<file path="src/rtl/morse_rx_ctrl.sv">
// morse_rx_ctrl: key-line sampler and symbol sequencer for the de decoder.
// Classifies presses, closes letters on a gap, hands letters downstream.
module morse_rx_ctrl #(
  parameter int CNT_W      = 16,
  parameter int MIN_PRESS  = 2,
  parameter int DOT_MAX    = 4,
  parameter int LETTER_GAP = 8,
  parameter int DE_LAT     = 1
) (
  input  logic       clk,
  input  logic       rst,
  input  logic       key_in,
  output logic [3:0] de_morse,
  output logic [2:0] de_num,
  input  logic [4:0] de_out,
  output logic [4:0] char_out,
  output logic       char_valid,
  input  logic       char_ready,
  output logic       err
);

  typedef enum logic [2:0] {
    IDLE,
    PRESS,
    GAP,
    LOOKUP,
    HOLD,
    DRAIN
  } state_t;

  localparam logic [CNT_W-1:0] CNT_MAX = '1;
  localparam logic [CNT_W-1:0] ONE_C   = CNT_W'(1);
  localparam logic [CNT_W-1:0] MIN_C   = CNT_W'(MIN_PRESS);
  localparam logic [CNT_W-1:0] DOT_C   = CNT_W'(DOT_MAX);
  localparam logic [CNT_W-1:0] GAP_C   = CNT_W'(LETTER_GAP);
  localparam logic [CNT_W-1:0] LAT_C   = CNT_W'(DE_LAT);

  state_t           state;
  state_t           state_nx;
  logic             k1;
  logic             key_s;
  logic [CNT_W-1:0] cnt;
  logic [CNT_W-1:0] cnt_nx;
  logic [CNT_W-1:0] cnt_inc;
  logic [3:0]       sym;
  logic [3:0]       sym_nx;
  logic [2:0]       num;
  logic [2:0]       num_nx;
  logic [1:0]       pos;
  logic             err_nx;
  logic             cap;
  logic             in_dec;

  // two-flop synchronizer for the asynchronous key line
  always_ff @(posedge clk or posedge rst) begin
    if (rst) begin
      k1    <= 1'b0;
      key_s <= 1'b0;
    end else begin
      k1    <= key_in;
      key_s <= k1;
    end
  end

  assign cnt_inc = (cnt == CNT_MAX) ? cnt : cnt + ONE_C;

  // state, counter, symbol buffer and output registers
  always_ff @(posedge clk or posedge rst) begin
    if (rst) begin
      state    <= IDLE;
      cnt      <= '0;
      sym      <= '0;
      num      <= '0;
      err      <= 1'b0;
      char_out <= '0;
    end else begin
      state <= state_nx;
      cnt   <= cnt_nx;
      sym   <= sym_nx;
      num   <= num_nx;
      err   <= err_nx;
      if (cap) char_out <= de_out;
    end
  end

  // next-state logic; in GAP the counter holds key-low cycles
  // including the release cycle, so LETTER_GAP lows close a letter
  always_comb begin
    state_nx = state;
    cnt_nx   = cnt;
    sym_nx   = sym;
    num_nx   = num;
    err_nx   = 1'b0;
    cap      = 1'b0;
    pos      = 2'd3 - num[1:0];
    unique case (state)
      IDLE: begin
        cnt_nx = '0;
        if (key_s) begin
          state_nx = PRESS;
          cnt_nx   = ONE_C;
        end
      end
      PRESS: begin
        if (key_s) begin
          cnt_nx = cnt_inc;
        end else if (cnt < MIN_C) begin
          cnt_nx   = ONE_C;
          state_nx = (num == 3'd0) ? IDLE : GAP;
        end else if (num == 3'd4) begin
          err_nx   = 1'b1;
          sym_nx   = '0;
          num_nx   = '0;
          cnt_nx   = '0;
          state_nx = DRAIN;
        end else begin
          sym_nx[pos] = (cnt > DOT_C);
          num_nx      = num + 3'd1;
          cnt_nx      = ONE_C;
          state_nx    = GAP;
        end
      end
      GAP: begin
        if (key_s) begin
          state_nx = PRESS;
          cnt_nx   = ONE_C;
        end else if (cnt_inc >= GAP_C) begin
          state_nx = LOOKUP;
          cnt_nx   = '0;
        end else begin
          cnt_nx = cnt_inc;
        end
      end
      LOOKUP: begin
        if (cnt >= LAT_C) begin
          cap      = 1'b1;
          cnt_nx   = '0;
          state_nx = HOLD;
        end else begin
          cnt_nx = cnt_inc;
        end
      end
      HOLD: begin
        if (char_ready) begin
          sym_nx   = '0;
          num_nx   = '0;
          state_nx = DRAIN;
        end
      end
      DRAIN: begin
        cnt_nx = '0;
        if (!key_s) state_nx = IDLE;
      end
      default: begin
        state_nx = IDLE;
      end
    endcase
  end

  assign in_dec     = (state == LOOKUP) || (state == HOLD);
  assign de_morse   = in_dec ? sym : 4'd0;
  assign de_num     = in_dec ? num : 3'd0;
  assign char_valid = (state == HOLD);

endmodule

</file>
<file path="config.mk">
export PLATFORM = sky130hd
export DESIGN_NAME = morse_rx_ctrl
export DESIGN_NICKNAME = d
export VERILOG_FILES = /design/src/rtl/morse_rx_ctrl.sv
export SDC_FILE = /design/constraint.sdc
export NUM_CORES = 1
export LEC_CHECK = 0
export CORE_ASPECT_RATIO = 1.75
export CORE_MARGIN = 3
export CORE_UTILIZATION = 60
export CTS_CLUSTER_SIZE = 24
export DETAILED_ROUTE_END_ITERATION = 8
export PLACE_DENSITY_LB_ADDON = 0.2
export RECOVER_POWER = 25
export SYNTH_ARGS = -nofsm -noshare
export SYNTH_HDL_FRONTEND = slang
export SYNTH_SLANG_ARGS = --single-unit
</file>
<file path="constraint.sdc">
create_clock -name clk -period 3.7 [get_ports clk]
set_input_delay 0.74 -clock clk [delete_from_list [all_inputs] [get_ports clk]]
set_output_delay 0.74 -clock clk [all_outputs]
set_load 0.005 [all_outputs]
</file>
---- Yosys cells after proc, flatten, opt, wreduce, memory -nomap -nowiden ----
Index checks and enable logic that the tools add are counted.
cells by class
  $add $sub $neg .......................... 3
  magnitude comparators ................... 6
  eq/ne operators ......................... 14
  mux-type cells .......................... 41
  reduce and logical (&&, ||, !) cells .... 8
operator list
  operator                                                     number
  2-to-1 mux 16 bit                                            5
  case mux 16 bit (5 select lines)                             1
  2-to-1 mux 3 bit                                             14
  2-to-1 mux 4 bit                                             5
  case mux 3 bit (6 select lines)                              1
  adder 16 x 1 -> 16 bit, second input constant                1
  equality test 16 bit, second input constant                  1
  >= comparator 16 x 1 -> 1 bit, second input constant         1
  >= comparator 16 x 4 -> 1 bit, second input constant         1
  > comparator 16 x 3 -> 1 bit, second input constant          1
  less-than comparator 16 x 2 -> 1 bit, second input constant  1
  2-to-1 mux 1 bit                                             10
  inequality test 2 bit, second input constant                 5
  equality test 3 bit, second input constant                   3
  case mux 4 bit (2 select lines)                              1
  equality test 3 x 2 -> 1 bit, second input constant          2
  logical NOT 3 bit                                            2
  case mux 3 bit (2 select lines)                              1
  AND reduction 6 bit                                          1
  nonzero test 5 bit                                           1
  bitwise mux 4 bit                                            1
  AND reduction 4 bit                                          1
  adder 3 x 1 -> 3 bit, second input constant                  1
  equality test 3 x 1 -> 1 bit, second input constant          1
  10 further kinds                                             10
word-level totals
  bits in registers ....................... 34
  bits of input ports ..................... 9
  output and inout bits ................... 14
  word-level logic and storage cells ...... 80

---- Longest topological paths before layout ----
  depth in word-level cells ............... 10
  gate-level depth with buffers ........... 10
  gate-level depth less buffers ........... 8

---- Least setup slack after synthesis ----
No wires, ideal clock.
  path type ............................... flip-flop to flip-flop
  from .................................... register cnt[1]
  to ...................................... register cnt[15]
  setup time .............................. 142 ps
  data arrival time ....................... 2202 ps
  data required time ...................... 3558 ps
  setup slack ............................. 1356 ps
  cell stages (with the launch flop) ...... 11
  buffers on the path ..................... 2
  period minus slack after synthesis ...... 2344 ps
  path through ............................ dfrtp_1 ha_1 nand3_1 or4_1 clkbuf_1 nand3_1 a211o_2 nor3_4 buf_6 o22ai_1 o221ai_1
on the way
  word-level cells in the longest chain between the ends .. 6
  elaborated cells between the ends (all ways) .. 10
  classes of those cells .................. add/sub (1); order compare (2); eq/ne (1); mux (6)
RTL lines
  item                                                            line  text
  from (decl)                                                     42    logic [CNT_W-1:0] cnt;
  from (signal assigned)                                          78    cnt <= cnt_nx;
  adder 16 x 1 -> 16 bit or equality test 16 bit (tied branches)  65    assign cnt_inc = (cnt == CNT_MAX) ? cnt : cnt + ONE_C;
  2-to-1 mux 16 bit                                               65
  >= comparator 16 x 4 -> 1 bit                                   127   end else if (cnt_inc >= GAP_C) begin
  2-to-1 mux 16 bit                                               127
  2-to-1 mux 16 bit                                               124   if (key_s) begin
  case mux 16 bit (5 select lines) *                              96    unique case (state)
Mark *: on every way between the ends. The rest lies on a longest branch, timed or not.
A chain may end at the register's enable or synchronous reset.

---- Worst setup path in the final report ----
  from .................................... register state[2]
  to ...................................... output de_morse[2]
on the way
  word-level cells in the longest chain between the ends .. 3
  elaborated cells between the ends (all ways) .. 4
  classes of those cells .................. eq/ne (2); mux (1); reduce/logical (1)
RTL lines
  item                                                                 line  text
  from (decl)                                                          38    state_t state;
  from (signal assigned)                                               77    state <= state_nx;
  equality test 3 x 2 -> 1 bit or equality test 3 bit (tied branches)  160   assign in_dec = (state == LOOKUP) || (state == HOLD);
  logical OR 1 bit *                                                   160
  2-to-1 mux 4 bit *                                                   161   assign de_morse = in_dec ? sym : 4'd0;
  to (decl)                                                            13    output logic [3:0] de_morse,
Marked as above.

==> out/qor.yml <==
timing:
  tightest_slew_ns: 1.02
  max_freq_mhz: 302
  relSlewSlack: 0.318
  min_period_ns: 3.31
  fin_ws_ns: 0.390
  min_period_over_period: 0.895
  final.setup.tns_ns: 0
  skew_ns: 0.00838
  hold_viol_final: 0
  rsz0062_at_grt: "false"
  drv_slew: 0
  fin_hold_ws_ns: 0.351
  setup_viol_count_final: 0
cts:
  cts_buffer_depth: 2
  hold_buffers: 0
  clock_sinks: 34
  path_clk_slew_ns: 0.07
  numCtsBuffers: 5
  cts_setup_buffers: 0
  clk_latency_ns: 0.30
  htreeDepth: 2
  ctsRootBufferMaster: "clkbuf_8"
  cts-resized-gates: 0
  cts_tree: "yes"
detailed_routing:
  routed_via_density: 6.58
  routedWlPerCell_um: 17.9
  route.vias.total: 2257
  wl_um: 6130
  ant_nets: 0
  drt_iter0_markers: 124
  drcViolationCount: 0
  drt_pass1_iterations: 5
cells_and_area:
  syn_to_final_growth_pct: 13.5
  final_layout_size_suffix_gt1_frac: 0.102
  fin_util: 0.709
  antenna_cells: 0
  nets: 310
setup_path:
  worst-path-stages: 5
  crit_slowest_cell: "nor3_1"
  path_cells: "clkinv_1 -> nor3_1 -> a21o_1 -> and2_1 -> clkdlybuf4s50_1"
  crit_path_end_kind: "primary output"
  start_kind: "flop"
  cp-startpoint: "state[2]$_DFFE_PP0P_"
  r2r_setup_slack_ns: 0.70
  critPathBufInv: 2
  slowest_delay_ns: 0.70
  cp_top_family: "simple AND/OR/NAND/NOR gates"
  crit_arrival_ns: 2.57
  worstSetupPathType: "reg -> out"
  critical_path_required_ns: 2.96
  crit_fanout: 9
  regToRegStartpoint: "cnt[0]$_DFFE_PP0P_"
  worstRegToRegCells: 8
grt:
  grt_usage: 0.286
  grt_overflow: 0
  antenna_found_initial: 0
  grt_pass1_vias: 2208
  grt_max_degree: 20
  grt_pass1_wl_um: 10600
synth:
  syn_avg_cell_area_um2: 8.61
  synth_top_flop_cell: "dfrtp_1"
  synthCells: 283
  ys_top_cells_by_area: "dfrtp_1, nand2_1, nor2_1, ha_1, o21ai_0"
  netlist_area_mm2: 0.00244
  yosysMostFrequentCell: "dfrtp_1"
  synth_top_cell_area_share: 0.349
  synth_nets: 299
  synth_edf_count: 0
  yosys_warnings: 0
  synth_cell_types: 58
  synth_top_area_cell: "dfrtp_1"
  ys_async_sr_fraction: 1.00
  ys_ff_latch: 34
  synthTopCellsByCount: "dfrtp_1, nand2_1, nor2_1, o21ai_0, inv_1"
  yosysSeqAreaShare: 0.349
place:
  routabilityCongestion: 0.960
  place_ws_ns: 0.745
  hpwl_um: 4510
  io_buffers: 22
run:
  maxCapViolations: 0
floorplan:
  die_x_um: 54.2
  core_area_mm2: 0.00390
  row_count: 30
  io_pins: 23
  die_h_um: 90.3
  die-area_mm2: 0.00489
  start_util: 0.624
power:
  powerDensity_mw_per_mm2: 582
  peakVddDrop_uv: 511
  power.leakage_nw: 1.14
  p_total_mw: 1.61
worst_hold_path:
  hold_depth: 0
  hp-class: "reg -> reg"
  min-delay-start: "k1$_DFF_PP0_"
run_status:
  status: "complete, no violations"
layout make-up:
class / instances / area, um^2
repair buffers: 23 / 224
clock buffers: 6 / 82.6
inverters: 15 / 56.3
fillers: 318 / 1140
well taps: 48 / 60.1
clock inverters: 2 / 60.1
multi-input cells: 215 / 1430
flip-flops and latches: 34 / 851
sequential cells by signal, indices dropped and copies added, names as in the netlist:
register	cells
cnt	16
k1	1
key_s	1
state	3
err	1
sym	4
char_out	5
num	3
metal layers:
layer,global-route usage,share of wire
met1,0.324,0.36
met2,0.479,0.54
met3,0.0397,0.042
met4,0.166,0.055
met5,0,0
power breakdown:
part | internal [mW] | switching [mW]
clock | 0.288 | 0.149
sequential | 0.447 | 0.113
combinational | 0.275 | 0.337
through the flow:
step                area (um^2)  cells
floorplan                  2440    283
global placement           2630    335
detailed placement         2630    335
CTS                        2770    343
global route               2770    343
finish                     2770    343
cell families after synthesis:
group | after synthesis | synth area share
compound gates | 78 | 0.215
xor+xnor | 5 | 0.0180
mux | 10 | 0.0447
buf+inv | 34 | 0.0631
fa+ha+maj | 7 | 0.0359
flops | 34 | 0.349
simple gates | 115 | 0.274
placed cells by master, fill, tap and decap left out, types with 4 or more instances in the layout:
cell type,netlist,layout
o21ai_1,8,8
nand2_1,24,24
nand4_1,9,9
nor2_1,24,24
o21ai_0,16,16
dfrtp_1,34,34
nand3_1,9,9
clkdlybuf4s50_1,0,20
clkbuf_8,0,6
nand2b_1,5,5
ha_1,7,7
and3_1,5,5
o22ai_1,7,7
and2_1,7,7
a21oi_1,8,8
mux2_2,7,7
inv_1,14,14
nor3_1,12,12
o211ai_1,4,4
a31oi_1,5,5
path summary, 6_finish.rpt:
| check | endpoint |
|---|---|
| setup / recovery | de_morse[2] |
| hold / removal | key_s$_DFF_PP0_ |
| setup reg to reg | cnt[6]$_DFFE_PP0P_ |
| hold reg to reg | key_s$_DFF_PP0_ |
| max in group asynchronous | key_s$_DFF_PP0_ |
| min in group asynchronous | cnt[10]$_DFFE_PP0P_ |
(Power assumes the default switching activity.)
